$ cat src/rtl/seg7_pkg.sv
// seg7_pkg: shared segment type, active-low hex ROM contents and polarity helper
package seg7_pkg;
  localparam int SEG_W = 7;
  typedef logic [SEG_W-1:0] seg_t;
  localparam seg_t SEG_UNLIT = 7'h7F;
  localparam seg_t HEX_ROM [16] = '{
    7'h01, 7'h4F, 7'h12, 7'h06, 7'h4C, 7'h24, 7'h20, 7'h0F,
    7'h00, 7'h04, 7'h08, 7'h60, 7'h31, 7'h42, 7'h30, 7'h38
  };
  // ROM patterns are active-low; invert them for active-high boards
  function automatic seg_t seg_pol(seg_t s, bit active_low);
    return active_low ? s : ~s;
  endfunction
endpackage

$ cat src/rtl/seg7_sync_rom.sv
// seg7_sync_rom: registered-address hex-to-segment ROM, one cycle latency
module seg7_sync_rom
  import seg7_pkg::*;
(
  input  logic       clk,
  input  logic       rst_n,
  input  logic [3:0] addr,
  output seg_t       data
);
  logic [3:0] addr_q;
  // capture the address; the lookup behind it is purely combinational
  always_ff @(posedge clk or negedge rst_n)
    if (!rst_n) addr_q <= '0;
    else addr_q <= addr;
  assign data = HEX_ROM[addr_q];
endmodule

$ cat src/rtl/seg7_scan_rom.sv
// seg7_scan_rom: double-buffered multi-digit hex scan driver (optional LEADING_ZERO_BLANK_EN)
module seg7_scan_rom
  import seg7_pkg::*;
#(
  parameter int NUM_DIGITS     = 4,
  parameter int REFRESH_DIV    = 1024,
  parameter int ACTIVE_LOW_SEG = 1,
  parameter int ACTIVE_LOW_AN  = 1
) (
  input  logic                    clk,
  input  logic                    rst_n,
  input  logic                    load,
  input  logic [4*NUM_DIGITS-1:0] value,
  input  logic [NUM_DIGITS-1:0]   dp_in,
  output logic [6:0]              seg,
  output logic                    dp,
  output logic [NUM_DIGITS-1:0]   an,
  output logic                    update_ack
);
  localparam int CW = $clog2(REFRESH_DIV);
  localparam int IW = NUM_DIGITS > 1 ? $clog2(NUM_DIGITS) : 1;
  localparam int VW = 4 * NUM_DIGITS;
  localparam bit SEG_LOW = ACTIVE_LOW_SEG != 0;
  localparam bit AN_LOW = ACTIVE_LOW_AN != 0;
  logic [CW-1:0] cnt;
  logic [IW-1:0] idx;
  logic [VW-1:0] disp, pend;
  logic [NUM_DIGITS-1:0] disp_dp, pend_dp, an1;
  logic pend_flag, tc, frame_end, blank, dp1, blank1;
  logic [3:0] nib;
  seg_t rom_seg;
  assign tc = cnt == CW'(REFRESH_DIV - 1);
  assign frame_end = tc && idx == IW'(NUM_DIGITS - 1);
  assign nib = disp[4*idx +: 4];
`ifdef LEADING_ZERO_BLANK_EN
  assign blank = idx != '0 && (disp >> (4 * idx)) == '0;
`else
  assign blank = 1'b0;
`endif
  // refresh counter and digit index
  always_ff @(posedge clk or negedge rst_n)
    if (!rst_n) begin
      cnt <= '0;
      idx <= '0;
    end else begin
      cnt <= tc ? '0 : cnt + 1'b1;
      if (tc) idx <= idx == IW'(NUM_DIGITS - 1) ? '0 : idx + 1'b1;
    end
  // pending/display double buffer, committed only at frame boundaries
  always_ff @(posedge clk or negedge rst_n)
    if (!rst_n) begin
      disp       <= '0;
      disp_dp    <= '0;
      pend       <= '0;
      pend_dp    <= '0;
      pend_flag  <= 1'b0;
      update_ack <= 1'b0;
    end else begin
      update_ack <= frame_end && (load || pend_flag);
      if (frame_end) begin
        if (load || pend_flag) begin
          disp    <= load ? value : pend;
          disp_dp <= load ? dp_in : pend_dp;
        end
        pend_flag <= 1'b0;
      end else if (load) begin
        pend      <= value;
        pend_dp   <= dp_in;
        pend_flag <= 1'b1;
      end
    end
  seg7_sync_rom u_rom (
    .clk  (clk),
    .rst_n(rst_n),
    .addr (nib),
    .data (rom_seg)
  );
  // stage 1: dp, blank and digit enable travel alongside the ROM address
  always_ff @(posedge clk or negedge rst_n)
    if (!rst_n) begin
      dp1    <= 1'b0;
      blank1 <= 1'b0;
      an1    <= '0;
    end else begin
      dp1    <= disp_dp[idx];
      blank1 <= blank;
      an1    <= NUM_DIGITS'(1) << idx;
    end
  // stage 2: polarity-corrected outputs, dark until the pipeline has filled
  always_ff @(posedge clk or negedge rst_n)
    if (!rst_n) begin
      seg <= seg_pol(SEG_UNLIT, SEG_LOW);
      dp  <= SEG_LOW;
      an  <= AN_LOW ? '1 : '0;
    end else begin
      seg <= seg_pol((an1 == '0 || blank1) ? SEG_UNLIT : rom_seg, SEG_LOW);
      dp  <= dp1 ^ SEG_LOW;
      an  <= AN_LOW ? ~an1 : an1;
    end
endmodule

$ cat config.mk
export PLATFORM = sky130hd
export DESIGN_NAME = seg7_scan_rom
export DESIGN_NICKNAME = d
export VERILOG_FILES = /design/src/rtl/seg7_pkg.sv /design/src/rtl/seg7_sync_rom.sv /design/src/rtl/seg7_scan_rom.sv
export SDC_FILE = /design/constraint.sdc
export NUM_CORES = 1
export LEC_CHECK = 0
export CAP_MARGIN = 25
export CELL_PAD_IN_SITES_DETAIL_PLACEMENT = 1
export CELL_PAD_IN_SITES_GLOBAL_PLACEMENT = 2
export CORE_MARGIN = 3
export CORE_UTILIZATION = 37
export CTS_CLUSTER_DIAMETER = 120
export DETAILED_ROUTE_END_ITERATION = 8
export PLACE_DENSITY = 0.79
export SLEW_MARGIN = 10
export SYNTH_ARGS = -nofsm -noshare
export SYNTH_HDL_FRONTEND = slang
export SYNTH_HIERARCHICAL = 1
export SYNTH_SLANG_ARGS = --single-unit
$ cat constraint.sdc
create_clock -name clk -period 1.7 [get_ports clk]
set_input_delay 0.34 -clock clk [delete_from_list [all_inputs] [get_ports clk]]
set_output_delay 0.34 -clock clk [all_outputs]
set_load 0.05 [all_outputs]
* Yosys cells after proc, flatten, opt, wreduce, memory -nomap -nowiden
Memory sizes are Yosys's and may differ from the RTL's.
Cells that the tools add are included.
W data, S select, Z words.
** Word-level totals
- Bits of input ports :: 23
- Logic and storage cells :: 43
- Register bits :: 75
- ROM bits :: 112
- Memories :: 1
- Output and inout port bits :: 13
** Cells by class
- Reductions and logical operators :: 6
- Add/sub/neg operators :: 2
- Muxes and demuxes :: 11
- Order comparisons :: 2
- Bitwise gates (word level) :: 3
- Equality and inequality tests :: 2
- Shift operators :: 2
** Memory list
- (no name shown) :: words 16, width 7, read ports 1, clocked after Yosys merged registers in 0, wr ports 0, line seg7_sync_rom.sv:15 : assign data = HEX_ROM[addr_q];
** Operators with widths (count)
- $mux W7 :: 3
- $mux W16 :: 1
- $shiftx A16 B5 Y4 :: 1
- $add A10 B1 Y10 const B :: 1
- $eq A10 B10 Y1 const B :: 1
- $mux W10 :: 1
- $ge A5 B5 Y1 const B :: 1
- $not A4 Y5 :: 1
- $logic_not A4 Y1 :: 1
- $mux W4 :: 1
- $not A4 Y4 :: 1
- $shl A1 B2 Y4 const A :: 1
- $lt A2 B3 Y1 const B :: 1
- $mux W1 :: 3
- $add A2 B1 Y2 const B :: 1
- $bmux W1 S2 :: 1
- $eq A2 B2 Y1 const B :: 1
- $logic_and A1 B1 Y1 :: 2
- $mux W2 :: 1
- $reduce_and A2 Y1 :: 1
- $reduce_bool A2 Y1 :: 1
- $logic_or A1 B1 Y1 :: 1
- $not A1 Y1 :: 1

* Longest topological paths before layout
Gate-level depths: netlist (run 1).
- Depth in word-level cells :: 5
- Depth in mapped cells :: 6
- Depth with buffers taken out :: 6

* By module
Netlist (run 1), hierarchy kept.
** By module, submodules not included
- seg7_scan_rom :: cells an instance 204, seq. area each 1791.7 sq um, area an instance 3236.9 sq um, instances 1
- seg7_sync_rom :: cells an instance 37, seq. area each 100.1 sq um, area an instance 369.1 sq um, instances 1

* Worst setup path after synthesis (run 1)
Ideal clock, no wire load.
- Kind :: reg2reg
- Start :: reg cnt[0]
- End :: reg pend[0]
- Setup slack :: -70 ps
- Setup time :: 125 ps
- Cell stages (with the launch flop) :: 7
- Data arrival time :: 1645 ps
- Data required time :: 1575 ps
- Cell sequence :: dfrtp_1 > ha_1 > and4_1 > buf_6 > a41oi_4 > buf_6 > mux2_4
** Between the ends
- Longest elaborated chain between the ends :: 2
** RTL lines
- start, declared :: line seg7_scan_rom.sv:25 : logic [CW-1:0] cnt;
- start signal, assigned :: line seg7_scan_rom.sv:46 : cnt <= tc ? '0 : cnt + 1'b1;
- $eq A10 B10 Y1 :: line seg7_scan_rom.sv:32 : assign tc = cnt == CW'(REFRESH_DIV - 1);
- $logic_and A1 B1 Y1 :: line seg7_scan_rom.sv:33 : assign frame_end = tc && idx == IW'(NUM_DIGITS - 1);
- end signal, assigned :: line seg7_scan_rom.sv:67 : pend <= value;
- end, declared :: line seg7_scan_rom.sv:27 : logic [VW-1:0] disp, pend;
Every way passes these cells.
A chain may end at the register's enable or synchronous reset.

* Worst setup path in the final report (run 1)
- Start :: reg cnt[1]
- End :: reg disp[7]
** Between the ends
- Longest elaborated chain between the ends :: 3
** RTL lines
- $eq A10 B10 Y1 :: line seg7_scan_rom.sv:32
- $logic_and A1 B1 Y1 :: line seg7_scan_rom.sv:33
- $reduce_and A2 Y1 (no source line)
- end signal, assigned :: line seg7_scan_rom.sv:62 : disp <= load ? value : pend;
- end, declared :: line seg7_scan_rom.sv:27
Every way passes these cells.

==> results of run 1 <==
## placed cells by master, fill, tap and decap left out, types with 2 or more instances in the layout
cell type / instances
o21ai_1: 2
nand2_1: 4
ha_2: 2
clkinvlp_4: 3
ha_1: 10
clkinv_4: 2
or2_2: 7
nand3_1: 3
mux2i_1: 6
a21oi_1: 5
and4_2: 2
mux2_2: 23
and4_4: 2
clkdlybuf4s50_1: 21
buf_12: 16
buf_4: 24
buf_6: 4
inv_1: 12
mux2_4: 39
dfrtp_1: 63
nor4_1: 2
nor2_1: 9
nand4_1: 2
clkbuf_8: 9
xnor2_1: 3
xor2_1: 2
dfstp_2: 12
mux4_2: 6
nand2b_1: 2
## power groups by stage
stage          clock network [mW]  registers, mW  logic (mW)
4_1_cts                      1.33           1.86       0.289
5_1_grt                      1.43           1.87       0.312
2_1_floorplan                   0           1.88       0.156
3_5_place_dp                    0           1.89       0.282
3_3_place_gp                    0           1.89       0.275
6_report                     1.30           1.86       0.283
## layout make-up
type                       count  area, um^2
clock inverter                 7       60.06
sequential                    75        1892
fill                         965        4700
inverter                      12       45.04
tap                          129       161.4
multi-input combinational    143        1572
timing repair buffer          68       818.3
clock buffer                   9       123.9
## timing repair
item | CTS | global route
buffers inserted | 3 | 1
hold buffers | 1 | 0
gates resized for setup | 4 | 4
cloned | 1 | 1
endpoints found under the hold margin | 10 | 0
endpoints found under the setup margin | 23 | 37
pin swaps | 2 | 1
## kinds of logic after synthesis
family          share of synthesized area [%]
flops                                   52.46
mux                                     28.83
simple gates                            5.829
buf+inv                                 4.198
compound gates                          3.296
fa+ha+maj                               4.164
xor+xnor                                1.215
## worst max-delay path, stage by stage, from the launching register on
cell       delay (ns)
dfrtp_1          0.37
ha_2             0.19
and4_4           0.24
and4_4           0.27
buf_6            0.13
clkbuf_16        0.14
mux2_4           0.30
## metrics by stage
| step | power (mW) | cells | area, um^2 | hold WS, ns |
|---|---|---|---|---|
| 2_1_floorplan | 2.039 | 241 | 3611 | 0.04441 |
| 3_3_place_gp | 2.166 | 420 | 4364 | 0.2541 |
| 3_5_place_dp | 2.174 | 420 | 4364 | 0.2574 |
| 4_1_cts | 3.480 | 441 | 4621 | 0.3567 |
| 5_1_grt | 3.605 | 443 | 4672 | 0.3662 |
| 6_report | 3.441 | 443 | 4672 | 0.3539 |
## worst max-delay path by stage
stage / startpoint / to / slack (ns)
2_1_floorplan: cnt[0] / disp[10] / 0.00005
3_3_place_gp: load / disp[3] / -0.20
3_5_place_dp: load / disp[2] / -0.23
4_1_cts: cnt[0] / disp[5] / -0.04
5_1_grt: cnt[0] / disp[7] / -0.11
6_report: cnt[1] / disp[7] / -0.06
## sequential cells by signal (all words and copies together) (netlist names), 2 cells and up
name	flops
u_rom/addr_q	4
pend_dp	4
an	4
pend	16
idx	2
disp	16
seg	7
an1	4
cnt	10
disp_dp	4
## per-layer routing
metal	GRT usage, %	share of wire (%)	vias up
met5	0	0	-
met4	5.342	1.3	0
met3	2.594	2.9	8
met2	22.87	50	33
met1	18.55	46	1075
li1	-	-	983
==> results.md, run 1 <==
- Starting Density: between 30% and 40%
- Unique masters post-synth: 38
- Crit end category: flip-flop
- DRC errors left: 0
- Ratio of cells with drive above 1 in the final layout: approximately 50%
- Worst slack at placement: -0.2339 ns
- First-pass GRT wire length: 12270 um
- Die area: ~0.011 mm^2
- H-tree levels: 3
- Hold Path Class: reg2reg
- Finished Core Util: between 40% and 50%
- TritonCTS clock tree: done
- Max-cap viol count: 0
- Initial antenna violation count: 0
- FF-to-FF End: disp[7]
- Switching share of power: approximately 26%
- Crit path DAT: about 2 ns
- Synth area leaders: dfrtp_1 44%, mux2_4 16%, dfstp_2 8.7%, mux2_2 7.2%, ha_1 4.2%
- Worst r2r src: cnt[1]
- Clock network fraction of design power: 37.7%
- Global route overflow: 0
- Crit-path max FO: 4
- Hold path start: dp1
- Mapped cell area: between 0.003 and 0.004 mm^2
- Total Routing Usage GR: around 14%
- Reg-to-reg slack, setup: -0.06 ns
- Post-layout min period: about 1.8 ns
- Vias/cell: roughly 4.7
- IO Count: 36
- CTS sink cnt: 75
- Largest net degree at the start of global routing: 54
- Layout area overhead: 29.56%
- Max Buffers Root-to-Sink: 2
- Post-synth EDFFs: 0
- Worst Setup Start Kind: flip-flop
- Mapped Cells: about 240
- Failing checks: negative setup slack
- Final setup margin: -0.05990 ns
- Final Net Count: between 300 and 400
- Num rows: 35
- Clk slew on worst S/H paths: ~0.090 ns
- Setup_tns: -0.4434 ns
- Syn avg cell area: 14.96 um^2
- Setup violators final: 16
- WL final: roughly 7300 um
- Worst vdd ir: around 0.0003 V
- Port Buffer Count: 35
- PwrDens: around 740 mW/mm^2
- Post-synth top cells: 63 x dfrtp_1, 39 x mux2_4, 23 x mux2_2
- Required @ worst endpoint: 1.93 ns
- Tcrit/Tclk final: 103.5%
- RSZ-0062 raised after global routing: true
- Worst Skew: about 0.013 ns
- Internal: about 2.6 mW
- Fmax: approximately 0.57 GHz
- Slew margin rel.: about four fifths
- Worst-Margin Slew: 0.3000 ns
- Ys async rst share: between 90% and 100%
- Clock buffer count from CTS: 9
- Die Height: around 100 um
- Net Count, Synth: ~280
- YS warnings: 6
- WL/cell: between 15 and 20 um
- Register area share after synthesis: a little over half
- Final hold violations: 0
- Synth top area share: between 40 and 50%
- CP Class: reg2reg
- Pleak: around 2.1 nW
- Die Span X: between 100 and 150 um
- Logic pwr share: slightly above 8%
- Worst skew pair latency: about 0.35 ns
- Antenna Cells: 0
- Pins Over Slew Limit: 0
- Root Driver: clkbuf_8
- 1st-iter DRT viols: just over 70
- Detailed-route via count: 2099
- Top-count cell post-synth: dfrtp_1
- Number of global-route vias before repair: approximately 2400
- Core ar.: about 0.0094 mm^2
- Outcome: finished with violations
- Min-Delay Path Depth: 1
- Largest area contributor in the netlist: dfrtp_1
- Seq cells post-synth: 75
- Sequential Power Share: between 50% and 60%
- DRT antenna net count: 0
- DRT Pass-1 Iters: 4
- Worst r2r path cells: 6
- Hold EP: dp
- Final Wtd Congestion: 0.7214
- Psw: a little under 0.9 mW
- DP HPWL: between 4000 and 5000 um
- Dominant synthesized flop cell: dfrtp_1
Power figures use the tool's default switching activity.
==> run 2, diff against run 1 <==
--- a/config.mk
+++ b/config.mk
@@ -7,2 +7,3 @@
 export LEC_CHECK = 0
+export ABC_CLOCK_PERIOD_IN_PS = 1700
 export CAP_MARGIN = 25
--- a/constraint.sdc
+++ b/constraint.sdc
@@ -3,2 +3,2 @@
 set_output_delay 0.34 -clock clk [all_outputs]
-set_load 0.05 [all_outputs]
+set_load 0.01 [all_outputs]
==> results.md, run 2 (same netlist as run 1, synthesis figures left out) <==
- Max-cap viol count: 0
- Largest registers: disp x16, pend x16, cnt x10
- Vias/cell: 4.763
- Setup violators final: 0
- DP HPWL: ~4600 um
- Slew margin rel.: 80.36%
- Hold Path Class: reg2reg
- Final hold violations: 0
- WL final: 6585 um
- Pwr Total: 3.553 mW
- Worst r2r src: cnt[0]
- Placed cell areas: ~0.0042 mm^2
- Post-route cell area: 0.004499 mm^2
- Ratio of cells with drive above 1 in the final layout: between 40% and 50%
- Crit end category: flip-flop
- Crit path DAT: 1.90 ns
- Filler Cell Count: just under 1000
- CTS sink cnt: 75
- Psw: ~0.84 mW
- RSZ-0062 raised after global routing: true
- Antenna Cells: 0
- PwrDens: 789.6 mW/mm^2
- Pleak: between 2 and 2.5 nW
- Crit-path max FO: 9
- Slowest CP cell: dfrtp_1
- Pins Over Slew Limit: 0
- Largest net degree at the start of global routing: 54
- Core ar.: about 0.0094 mm^2
- Root Driver: clkbuf_8
- Starting Density: between 30% and 40%
- Final Net Count: 340
- Min-Delay Path Depth: 1
- Post-layout min period: 1.677 ns
- IO Count: 36
- Num rows: 35
- Final Wtd Congestion: 0.7448
- Max Buffers Root-to-Sink: 2
- Switching share of power: 23.70%
- CP Class: reg2reg
- TritonCTS clock tree: done
- Port Buffer Count: 35
- Clock network fraction of design power: approximately two fifths
- First-pass GRT wire length: between 10000 and 15000 um
- Reg-to-reg slack, setup: around 0.023 ns
- FF-to-FF End: disp[10]
- Worst-Margin Slew: about 0.29 ns
- Worst Skew: about 0.015 ns
- Die Height: around 100 um
- DRC errors left: 0
- Die Span X: 104.7 um
- Sequential Power Share: between 50% and 60%
- DRT Pass-1 Iters: 4
- Layout area overhead: 24.77%
- Most frequent cells in the layout: 63 x dfrtp_1, 40 x mux2_4, 23 x buf_4, 22 x mux2_2, 22 x clkdlybuf4s50_1
- 1st-iter DRT viols: 39
- Outcome: completed
- DRT antenna net count: 0
- Setup_tns: 0 ns
- Internal: ~2.7 mW
- Hold EP: dp
- Tcrit/Tclk final: a little over nine tenths
- Clock buffer count from CTS: 9
- Hold path start: dp1
- Number of global-route vias before repair: about 2300
- Worst skew pair latency: roughly 0.35 ns
- Worst vdd ir: just over 0.0004 V
- WL/cell: about 15 um
- Critical Path Most Common Cell: and4_4
- Clk slew on worst S/H paths: about 0.090 ns
- Worst Setup Start Kind: flip-flop
- Logic pwr share: around 8%
- Worst r2r path cells: 5
- Total Routing Usage GR: 13.05%
- Required @ worst endpoint: roughly 1.9 ns
- Cells along the critical path: ha_2, and4_4, and4_4, buf_12, mux2_4
- Most common cell after layout, fill and taps aside: dfrtp_1
- Fmax: ~0.6 GHz
- Die area: 0.01097 mm^2
- H-tree levels: 3
- CP peak stage delay: 0.37 ns
- Detailed-route via count: approximately 2100
- Global route overflow: 0
- Initial antenna violation count: 0
[run 2: cell count changes in the layout (fill, tap and decap cells not counted), moves of 2 or more]
| cell | before | now |
|---|---|---|
| inv_6 | 1 | 3 |
| buf_12 | 16 | 3 |
| dlygate4sd2_1 | 0 | 12 |
| buf_6 | 4 | 2 |
| clkinv_4 | 2 | 0 |
[run 2: final cells by class]
cell class	instances	area (um^2)	area share, %
clock buffer	9	123.9	2.753
clock inverter	7	82.58	1.835
inverter	12	45.04	1.001
multi-input combinational	143	1577	35.04
sequential	75	1892	42.05
tap	129	161.4	3.587
timing repair buffer	64	618.1	13.74
[run 2: metal layers]
metal / share of wire [%] / vias to the layer above / track usage (%) / wire length (um)
li1: - / 984 / - / -
met1: 49 / 1061 / 17.83 / 3194
met3: 3.7 / 9 / 4.262 / 246
met2: 46 / 37 / 19.80 / 3061
met4: 1.2 / 0 / 3.936 / 82
met5: 0 / - / 0 / 0
[run 2: worst max-delay path, delay by kind of cell, from the launching register on]
kind	cells	cell delay [ns]
adder cells (fa/ha/maj)	1	0.19
buffers and inverters	1	0.16
flip-flops	1	0.37
multiplexers	1	0.30
AND/OR/NAND/NOR	2	0.54
[run 2: power groups by stage]
stage / Sequential, mW / Clock [mW] / Combinational (mW)
2_1_floorplan: 1.88 / 0 / 0.156
3_3_place_gp: 1.89 / 0 / 0.275
3_5_place_dp: 1.89 / 0 / 0.279
4_1_cts: 1.86 / 1.47 / 0.284
5_1_grt: 1.87 / 1.56 / 0.306
6_report: 1.86 / 1.42 / 0.279
[run 2: what timing repair did]
action / CTS / global route
setup endpoints to repair: 29 / 19
hold buffers: 1 / 0
pin swaps: 0 / 2
endpoints found under the hold margin: 10 / 0
buffers inserted: 0 / 1
cloned: 1 / 0
resized for setup: 16 / 4
[run 2: worst max-delay path by stage]
stage | depth (start not counted) | slack (ns) | startpoint | endpoint
after floorplan | 6 | 0.00005 | cnt[0] | disp[10]
after global placement | 5 | -0.20 | load | disp[3]
after detailed placement | 5 | -0.22 | load | disp[2]
after CTS | 5 | 0.005 | cnt[0] | disp[6]
after global routing | 5 | -0.03 | cnt[1] | disp[6]
final | 5 | 0.02 | cnt[0] | disp[10]
[run 2: metrics by stage]
stage	setup WS, ns	hold WS, ns	utilization [%]	std cells
2_1_floorplan	0.00004907	0.04441	-	241
3_5_place_dp	-0.2212	0.2557	45.31	420
5_1_grt	-0.02964	0.3584	48.01	439
3_3_place_gp	-0.2005	0.2525	45.31	420
6_report	0.02291	0.3436	48.01	439
4_1_cts	0.005306	0.3521	47.82	438
==> run 3, diff against run 2 <==
CTS_CLUSTER_SIZE = 25   (was default)
PLACE_DENSITY = 0.76   (was 0.79)
SETUP_SLACK_MARGIN = 0.05   (was default)
==> results.md, run 3 (same netlist as run 1, synthesis figures left out) <==
- Die Span X: around 100 um
- CP Class: reg2reg
- Num rows: 35
- Required @ worst endpoint: between 1.5 and 2 ns
- Crit path DAT: around 1.9 ns
- Filler Cell Count: between 900 and 1000
- TritonCTS clock tree: done
- Min-Delay Path Depth: 1
- Worst vdd ir: slightly above 0.0003 V
- Vias/cell: 4.673
- Slew margin rel.: between 70% and 80%
- H-tree levels: 3
- DRT Pass-1 Iters: 4
- Root Driver: clkbuf_8
- Port Buffer Count: 35
- 1st-iter DRT viols: 54
- Hold WS: approximately 0.35 ns
- RSZ-0062 raised after global routing: true
- Buffers & Inverters on Critical Path: 2
- IO Count: 36
- DRT antenna net count: 0
- Pins Over Slew Limit: 0
- Worst-Margin Slew: slightly above 0.4 ns
- Outcome: finished with violations
- Starting Density: 38.48%
- Worst Skew: slightly above 0.008 ns
- DRC errors left: 0
- Clk slew on worst S/H paths: 0.08 ns
- WL final: approximately 7100 um
- First-pass GRT wire length: 11670 um
- Pleak: 2.116 nW
- Worst skew pair latency: 0.35 ns
- Initial antenna violation count: 0
- Final setup margin: -0.01462 ns
- Met3 track demand over resource: roughly 3.2%
- Most frequent cells in the layout: 63 x dfrtp_1, 39 x mux2_4, 26 x buf_4, 23 x mux2_2, 22 x clkdlybuf4s50_1
- Post-layout min period: approximately 1.7 ns
- Antenna Cells: 0
- Failing checks: negative setup slack
- CTS sink cnt: 75
- Detailed-route via count: between 2000 and 2500
- Die Height: about 100 um
- WL/cell: 15.83 um
- CP Depth: 6
- Die area: 0.01097 mm^2
- Global route overflow: 0
- Met2 GRT Util: 21.31%
- Fmax: 0.5832 GHz
- Hold Path Class: reg2reg
- Total Routing Usage GR: between 10% and 20%
- Ratio of cells with drive above 1 in the final layout: a little under half
- Layout area overhead: 29.42%
- CP peak stage delay: 0.39 ns
- Max Buffers Root-to-Sink: 2
- Crit end category: flip-flop
- Global route hottest layer: met2
- Setup violators final: 5
- Largest net degree at the start of global routing: 30
- Final Wtd Congestion: 0.7014
- Cells along the critical path: ha_2, and4_4, a41oi_4, buf_6, clkbuf_16, mux2_4
- Top Family by Delay on Critical Path: flip-flops
- Slowest CP cell: dfrtp_1
- PwrDens: 796.8 mW/mm^2
- Worst r2r path cells: 6
- Tcrit/Tclk final: 100.9%
- Final Net Count: 350
- Met1 Use GR: 18.50%
- Worst slack at placement: -0.2984 ns
- Crit-path max FO: 4
- Core ar.: 0.009371 mm^2
- Most common cell after layout, fill and taps aside: dfrtp_1
- Worst Setup Start Kind: flip-flop
- Clock buffer count from CTS: 9
- Largest registers: disp x16, pend x16, cnt x10
- Max-cap viol count: 0
- DP HPWL: 4761 um
- Final hold violations: 0
- Number of global-route vias before repair: around 2300
run 3: cell count changes in the layout (fill, tap and decap cells not counted), moves of 2 or more:
cell	delta
buf_4	+3
buf_6	+3
inv_2	+2
clkbuf_16	+2
inv_6	-3
buf_12	+2
inv_1	-2
run 3: cell type report:
class                           instances  area, um^2  area share (%)
Sequential cell                        75        1892           40.54
Clock inverter                          6       88.84           1.903
Inverter                               12       45.04          0.9651
Clock buffer                           10       137.6           2.949
Timing Repair Buffer                   74       764.5           16.38
Tap cell                              129       161.4           3.458
Multi-Input combinational cell        143        1578           33.81
run 3: per-stage QoR:
step	cells	instance area [um^2]	TNS (ns)	total power [mW]	utilization, %
2_1_floorplan	241	3611	0	2.039	-
3_3_place_gp	423	4294	-8.170	2.170	45.82
3_5_place_dp	423	4294	-9.719	2.177	45.82
4_1_cts	442	4568	0	3.756	48.75
5_1_grt	449	4667	-1.171	3.893	49.80
6_report	449	4667	-0.05314	3.719	49.80
run 3: path summary, 6_finish.rpt:
kind,slack [ns],end,startpoint
min,0.35,dp,dp1
max,-0.01,pend[9],cnt[0]
max in group asynchronous,0.69,an[3],rst_n
max reg2reg,-0.01,pend[9],cnt[0]
min in group asynchronous,0.47,pend[2],rst_n
min reg2reg,0.35,dp,dp1
run 3: routing by layer:
metal	up-vias	share of wire [%]	wire length, um
li1	999	-	-
met1	1053	49	3467
met2	35	46	3290
met3	11	3.4	239
met4	0	1.5	109
met5	-	0	0
run 3: power breakdown:
group	leakage (nW)	switching [mW]	internal [mW]
Sequential	0.935	0.0267	1.83
Clock	0.108	0.679	0.866
Combinational	1.07	0.114	0.201
run 3: timing repair:
item                                    4_1_cts  5_1_grt
endpoints found under the setup margin       50       43
endpoints found under the hold margin        27        0
buffers inserted                              1        5
hold buffers                                  1        0
gates resized for setup                      18        8
pin swaps                                     1        3
cloned                                        1        2
